--- src/rtl/mem_access_unit.sv ---
// ---------------------------------------------------------------------------
// mem_access_unit
//
// Purpose:
//   Bridges a core-side load/store request/response handshake onto a simple
//   single-cycle data memory.  One request is in flight at a time; each is
//   latched on acceptance, range-checked against MEM_DEPTH, then either
//   performs one memory access cycle or goes straight to an error response.
//
// Ports:
//   clk, reset         single clock, synchronous active-high reset
//   req_valid/ready    request handshake (ready only while idle)
//   req_write          1 = store, 0 = load
//   req_addr           word address (ADDR_W bits)
//   req_wdata          store data
//   rsp_valid/ready    response handshake
//   rsp_rdata          load data (0 for stores and errors)
//   rsp_error          address was out of range
//   mem_address        address to data memory
//   mem_input_data     write data to data memory
//   mem_enable_read    data memory read enable
//   mem_enable_write   data memory write enable
//   mem_read_data      combinational read data from data memory
//   busy               unit is not idle
// ---------------------------------------------------------------------------
module mem_access_unit #(
   parameter int ADDR_W    = 6,
   parameter int MEM_DEPTH = 32,
   parameter int DATA_W    = 32
) (
   input  logic              clk,
   input  logic              reset,
   input  logic              req_valid,
   output logic              req_ready,
   input  logic              req_write,
   input  logic [ADDR_W-1:0] req_addr,
   input  logic [DATA_W-1:0] req_wdata,
   output logic              rsp_valid,
   input  logic              rsp_ready,
   output logic [DATA_W-1:0] rsp_rdata,
   output logic              rsp_error,
   output logic [ADDR_W-1:0] mem_address,
   output logic [DATA_W-1:0] mem_input_data,
   output logic              mem_enable_read,
   output logic              mem_enable_write,
   input  logic [DATA_W-1:0] mem_read_data,
   output logic              busy
);

   typedef enum logic [1:0] {
      IDLE,
      ACCESS,
      RESP
   } state_t;

   // One extra bit so a MEM_DEPTH equal to 2**ADDR_W still compares correctly.
   localparam logic [ADDR_W:0] DEPTH_LIMIT = (ADDR_W + 1)'(MEM_DEPTH);

   state_t state;
   logic   lat_write;
   logic   en_read_q;
   logic   en_write_q;
   logic   addr_legal;

   assign addr_legal = ({1'b0, req_addr} < DEPTH_LIMIT);

   // The enables are registered, but reset gates them combinationally so a
   // reset arriving during the access cycle suppresses the memory write.
   assign mem_enable_read  = en_read_q  & ~reset;
   assign mem_enable_write = en_write_q & ~reset;
   assign req_ready        = (state == IDLE) & ~reset;
   assign busy             = (state != IDLE);

   // Request is latched into mem_address / mem_input_data at acceptance, so
   // later changes on req_* cannot disturb the access in progress.
   always_ff @(posedge clk) begin
      if (reset) begin
         state          <= IDLE;
         lat_write      <= 1'b0;
         en_read_q      <= 1'b0;
         en_write_q     <= 1'b0;
         mem_address    <= '0;
         mem_input_data <= '0;
         rsp_valid      <= 1'b0;
         rsp_rdata      <= '0;
         rsp_error      <= 1'b0;
      end else begin
         case (state)
            IDLE: begin
               if (req_valid) begin
                  lat_write <= req_write;
                  if (addr_legal) begin
                     state          <= ACCESS;
                     mem_address    <= req_addr;
                     mem_input_data <= req_write ? req_wdata : '0;
                     en_write_q     <= req_write;
                     en_read_q      <= ~req_write;
                  end else begin
                     state     <= RESP;
                     rsp_valid <= 1'b1;
                     rsp_error <= 1'b1;
                     rsp_rdata <= '0;
                  end
               end
            end
            ACCESS: begin
               state          <= RESP;
               en_read_q      <= 1'b0;
               en_write_q     <= 1'b0;
               mem_input_data <= '0;
               rsp_valid      <= 1'b1;
               rsp_error      <= 1'b0;
               rsp_rdata      <= lat_write ? '0 : mem_read_data;
            end
            RESP: begin
               if (rsp_ready) begin
                  state     <= IDLE;
                  rsp_valid <= 1'b0;
                  rsp_rdata <= '0;
                  rsp_error <= 1'b0;
               end
            end
            default: begin
               state <= IDLE;
            end
         endcase
      end
   end

endmodule

--- config.mk ---
export PLATFORM = sky130hd
export DESIGN_NAME = mem_access_unit
export DESIGN_NICKNAME = d
export VERILOG_FILES = /design/src/rtl/mem_access_unit.sv
export SDC_FILE = /design/constraint.sdc
export NUM_CORES = 1
export LEC_CHECK = 0
export ABC_AREA = 1
export ABC_CLOCK_PERIOD_IN_PS = 1700
export CAP_MARGIN = 5
export CORE_ASPECT_RATIO = 0.75
export CORE_MARGIN = 3
export CORE_UTILIZATION = 40
export DETAILED_ROUTE_END_ITERATION = 6
export HOLD_SLACK_MARGIN = 0.05
export MAX_ROUTING_LAYER = met4
export PLACE_DENSITY = 0.83
export SETUP_SLACK_MARGIN = 0.4
export SLEW_MARGIN = 20
export SYNTH_ARGS = -nofsm -noshare
export SYNTH_HDL_FRONTEND = slang
export SYNTH_SLANG_ARGS = --single-unit
export TNS_END_PERCENT = 20
--- constraint.sdc ---
create_clock -name clk -period 1.7 [get_ports clk]
set_input_delay 0.34 -clock clk [delete_from_list [all_inputs] [get_ports clk]]
set_output_delay 0.34 -clock clk [all_outputs]
set_load 0.05 [all_outputs]
==> flow_summary.toml <==
[run_status]
status = "finished, final reports clean"

[setup_path]
cp.required_ps = 1950
arrival_ps = 1930
reg2reg_from = "state[0]$_SDFFE_PP0P_"
cp_max_fo = 22
crit_chain = "inv_6 -> buf_4 -> ha_4 -> nand2_4 -> nand2_4 -> nor2_4 -> buf_6 -> clkbuf_16 -> nor2_1 -> nor2_1"
crit_type = "register to register"
crit_family = "buffers and inverters"
end_kind = "register"
worst_setup_path_start_kind = "register"
cpPeakStageDelay_ps = 380
crit_path_start = "state[0]$_SDFFE_PP0P_"
crit_path_top_delay_cell = "dfxtp_4"
cp_num_buf_inv = 4

[sta]
hold_ws_ps = 444
rsz0062_at_grt = "true"
fin_crit_sh_pct = 98.7
finalHoldViolations = 0
setup_viol = 0
clock_skew_ps = 6.92
max-slew-margin-rel_pct = 74.8
period_needed_ps = 1680
worst_pin_slew_ps = 379
fmax_mhz = 596
final-max-slew-violation-count = 0

[power]
p_int_w = 0.00515
finalPower_w = 0.00906
vdd_drop_max_uv = 926
pwr-share-clk_pct = 19.4
power.leakage_nw = 3.14
p_seq_share_pct = 26.5
p_sw_w = 0.00391
pwr-share-comb_pct = 54.1
powerDensity_mw_per_mm2 = 1450
switching_share_pct = 43.2

[cells_and_area]
multi_input_area_mm2 = 0.00172
layout_commonest_cell = "nand2_1"
num_antenna_cells = 0
drive_above_1_share_pct = 23.7
fill_cells = 638
regArea_mm2 = 0.00155
final_nets = 849
syn_to_final_growth_pct = 70.3
most-common-layout-cells = "195 x nand2_1, 110 x nor2_1, 90 x buf_4"

[clocking]
insertion_delay_ps = 330
cts_made_buffers = 9
h-tree-depth = 3
clock_sinks = 77
clk_pin_slew_worst_paths_ps = 70
cts_buffer_depth = 2
cts_tree = "yes"
clock-root-buffer = "clkbuf_16"
hold_buffers = 0

[yosys]
syn_nets = 664
syn-cell-area_mm2 = 0.00367
netlist_instances = 583
syn_area_per_cell_um2 = 6.29
ys_seq_area_share_pct = 42.0
yosysWarningCount = 0
ys_ff_latch = 77
ys_types = 17

[placed_design]
portBuffers = 150
dp_hpwl_um = 7480
routabilityCongestion = 0.849

[floorplanning]
initial_core_util_pct = 42.3
dieArea_mm2 = 0.0104
core-area_mm2 = 0.00867
die_w_um = 117
top_level_ports = 151
dieHeight_um = 88.9
num_rows = 29

[grt]
gr-total-overflow = 0
grt_start_max_net_pins = 45
first_global_vias = 3633
grt_usage_pct = 21.2
antenna_found_initial = 0
grt_pass1_wl_um = 17000

[route]
final_antenna_net_count = 0
via_per_inst = 4.61
wl_um = 12300
wire_per_inst_um = 14.0
drt-initial-drc-count = 348
vias = 4059
drc = 0
drt_pass1_iterations = 4

[flow_run]
cap_violations = 0

[hold_path]
min_from = "mem_address[1]$_SDFFE_PP0P_"
min_path_type = "register to register"
==> area by class of cell <==
class / instances / area share (%)
tap: 108 / 2.16
timing repair buffer: 205 / 35.3
inverter: 92 / 5.73
clock buffer: 9 / 3.61
clock inverter: 7 / 0.822
sequential: 77 / 24.8
multi-input combinational: 383 / 27.6
==> per-stage QoR <==
step	cells	TNS (ps)	worst slack (ps)	utilization (%)	instance area, µm²
after floorplan	583	0	353	-	3720
after global placement	829	-47.4	-13.3	60.7	5260
after detailed placement	829	-876	-83.4	60.7	5260
after CTS	866	0	116	67.9	5890
after global routing	881	-110	-53.4	72.0	6240
final	881	0	21.4	72.0	6240
==> worst paths after layout <==
kind / endpoint / slack, ps / depth (start not counted)
setup reg to reg: rsp_rdata[2]$_SDFFE_PP0P_ / 20 / 10
hold / removal: mem_address[1]$_SDFFE_PP0P_ / 440 / 2
setup / recovery: rsp_rdata[2]$_SDFFE_PP0P_ / 20 / 10
hold reg to reg: mem_address[1]$_SDFFE_PP0P_ / 440 / 2
==> flip-flops by register name, indices dropped and copies added, names as in the netlist <==
signal	cells
en_write_q	1
en_read_q	1
lat_write	1
mem_address	6
rsp_error	1
rsp_valid	1
rsp_rdata	32
state	2
mem_input_data	32
==> repair_timing <==
item                       4_1_cts  5_1_grt
setup endpoints to repair       79       80
hold endpoints to repair         0        0
buffers inserted                16        6
gates cloned                     5        9
resized for setup               24       29
pin swaps                        6       22
==> tightest hold or removal path, cell delays in order (launching register included) <==
cell	delay, ps
dfxtp_1	310
inv_1	50
a21oi_1	50
==> logic make-up after synthesis <==
logic type                 share of synthesized area [%]
AOI/OAI and AO/OA                                   2.56
adders and majority gates                           2.05
buffers and inverters                               14.7
DFF                                                 42.0
and+or+nand+nor                                     38.7
==> cell usage after synthesis <==
cell / instances / area [µm²]
nand2_1: 207 / 777
nor2_1: 112 / 420
inv_1: 91 / 342
dfxtp_1: 77 / 1540
nand3_1: 36 / 180
buf_2: 10 / 50.1
a21oi_1: 9 / 45.0
buf_6: 8 / 90.1
clkbuf_1: 8 / 30.0
o21ai_0: 8 / 40.0
ha_1: 6 / 75.1
buf_1: 4 / 15.0
nand2_4: 3 / 33.8
buf_4: 1 / 7.51
inv_2: 1 / 3.75
nor2_2: 1 / 6.26
o21ai_2: 1 / 8.76
==> power by group through the flow <==
stage               clock network (W)  logic, W  registers (W)
floorplan                           0   0.00155        0.00359
CTS                           0.00179   0.00436        0.00239
global route                  0.00187   0.00523        0.00243
detailed placement                  0   0.00394        0.00243
finish                        0.00176   0.00490        0.00240
global placement                    0   0.00386        0.00241
==> per-layer routing <==
metal  global-route usage [%]  vias to the layer above  part of all wire, %
li1                         -                     2077                    -
met1                     25.4                     1825                   43
met2                     36.6                      146                   50
met3                     4.94                       11                  6.1
met4                     4.69                        0                  1.2
met5                        -                        -                    0
(Power assumes the default switching activity.)
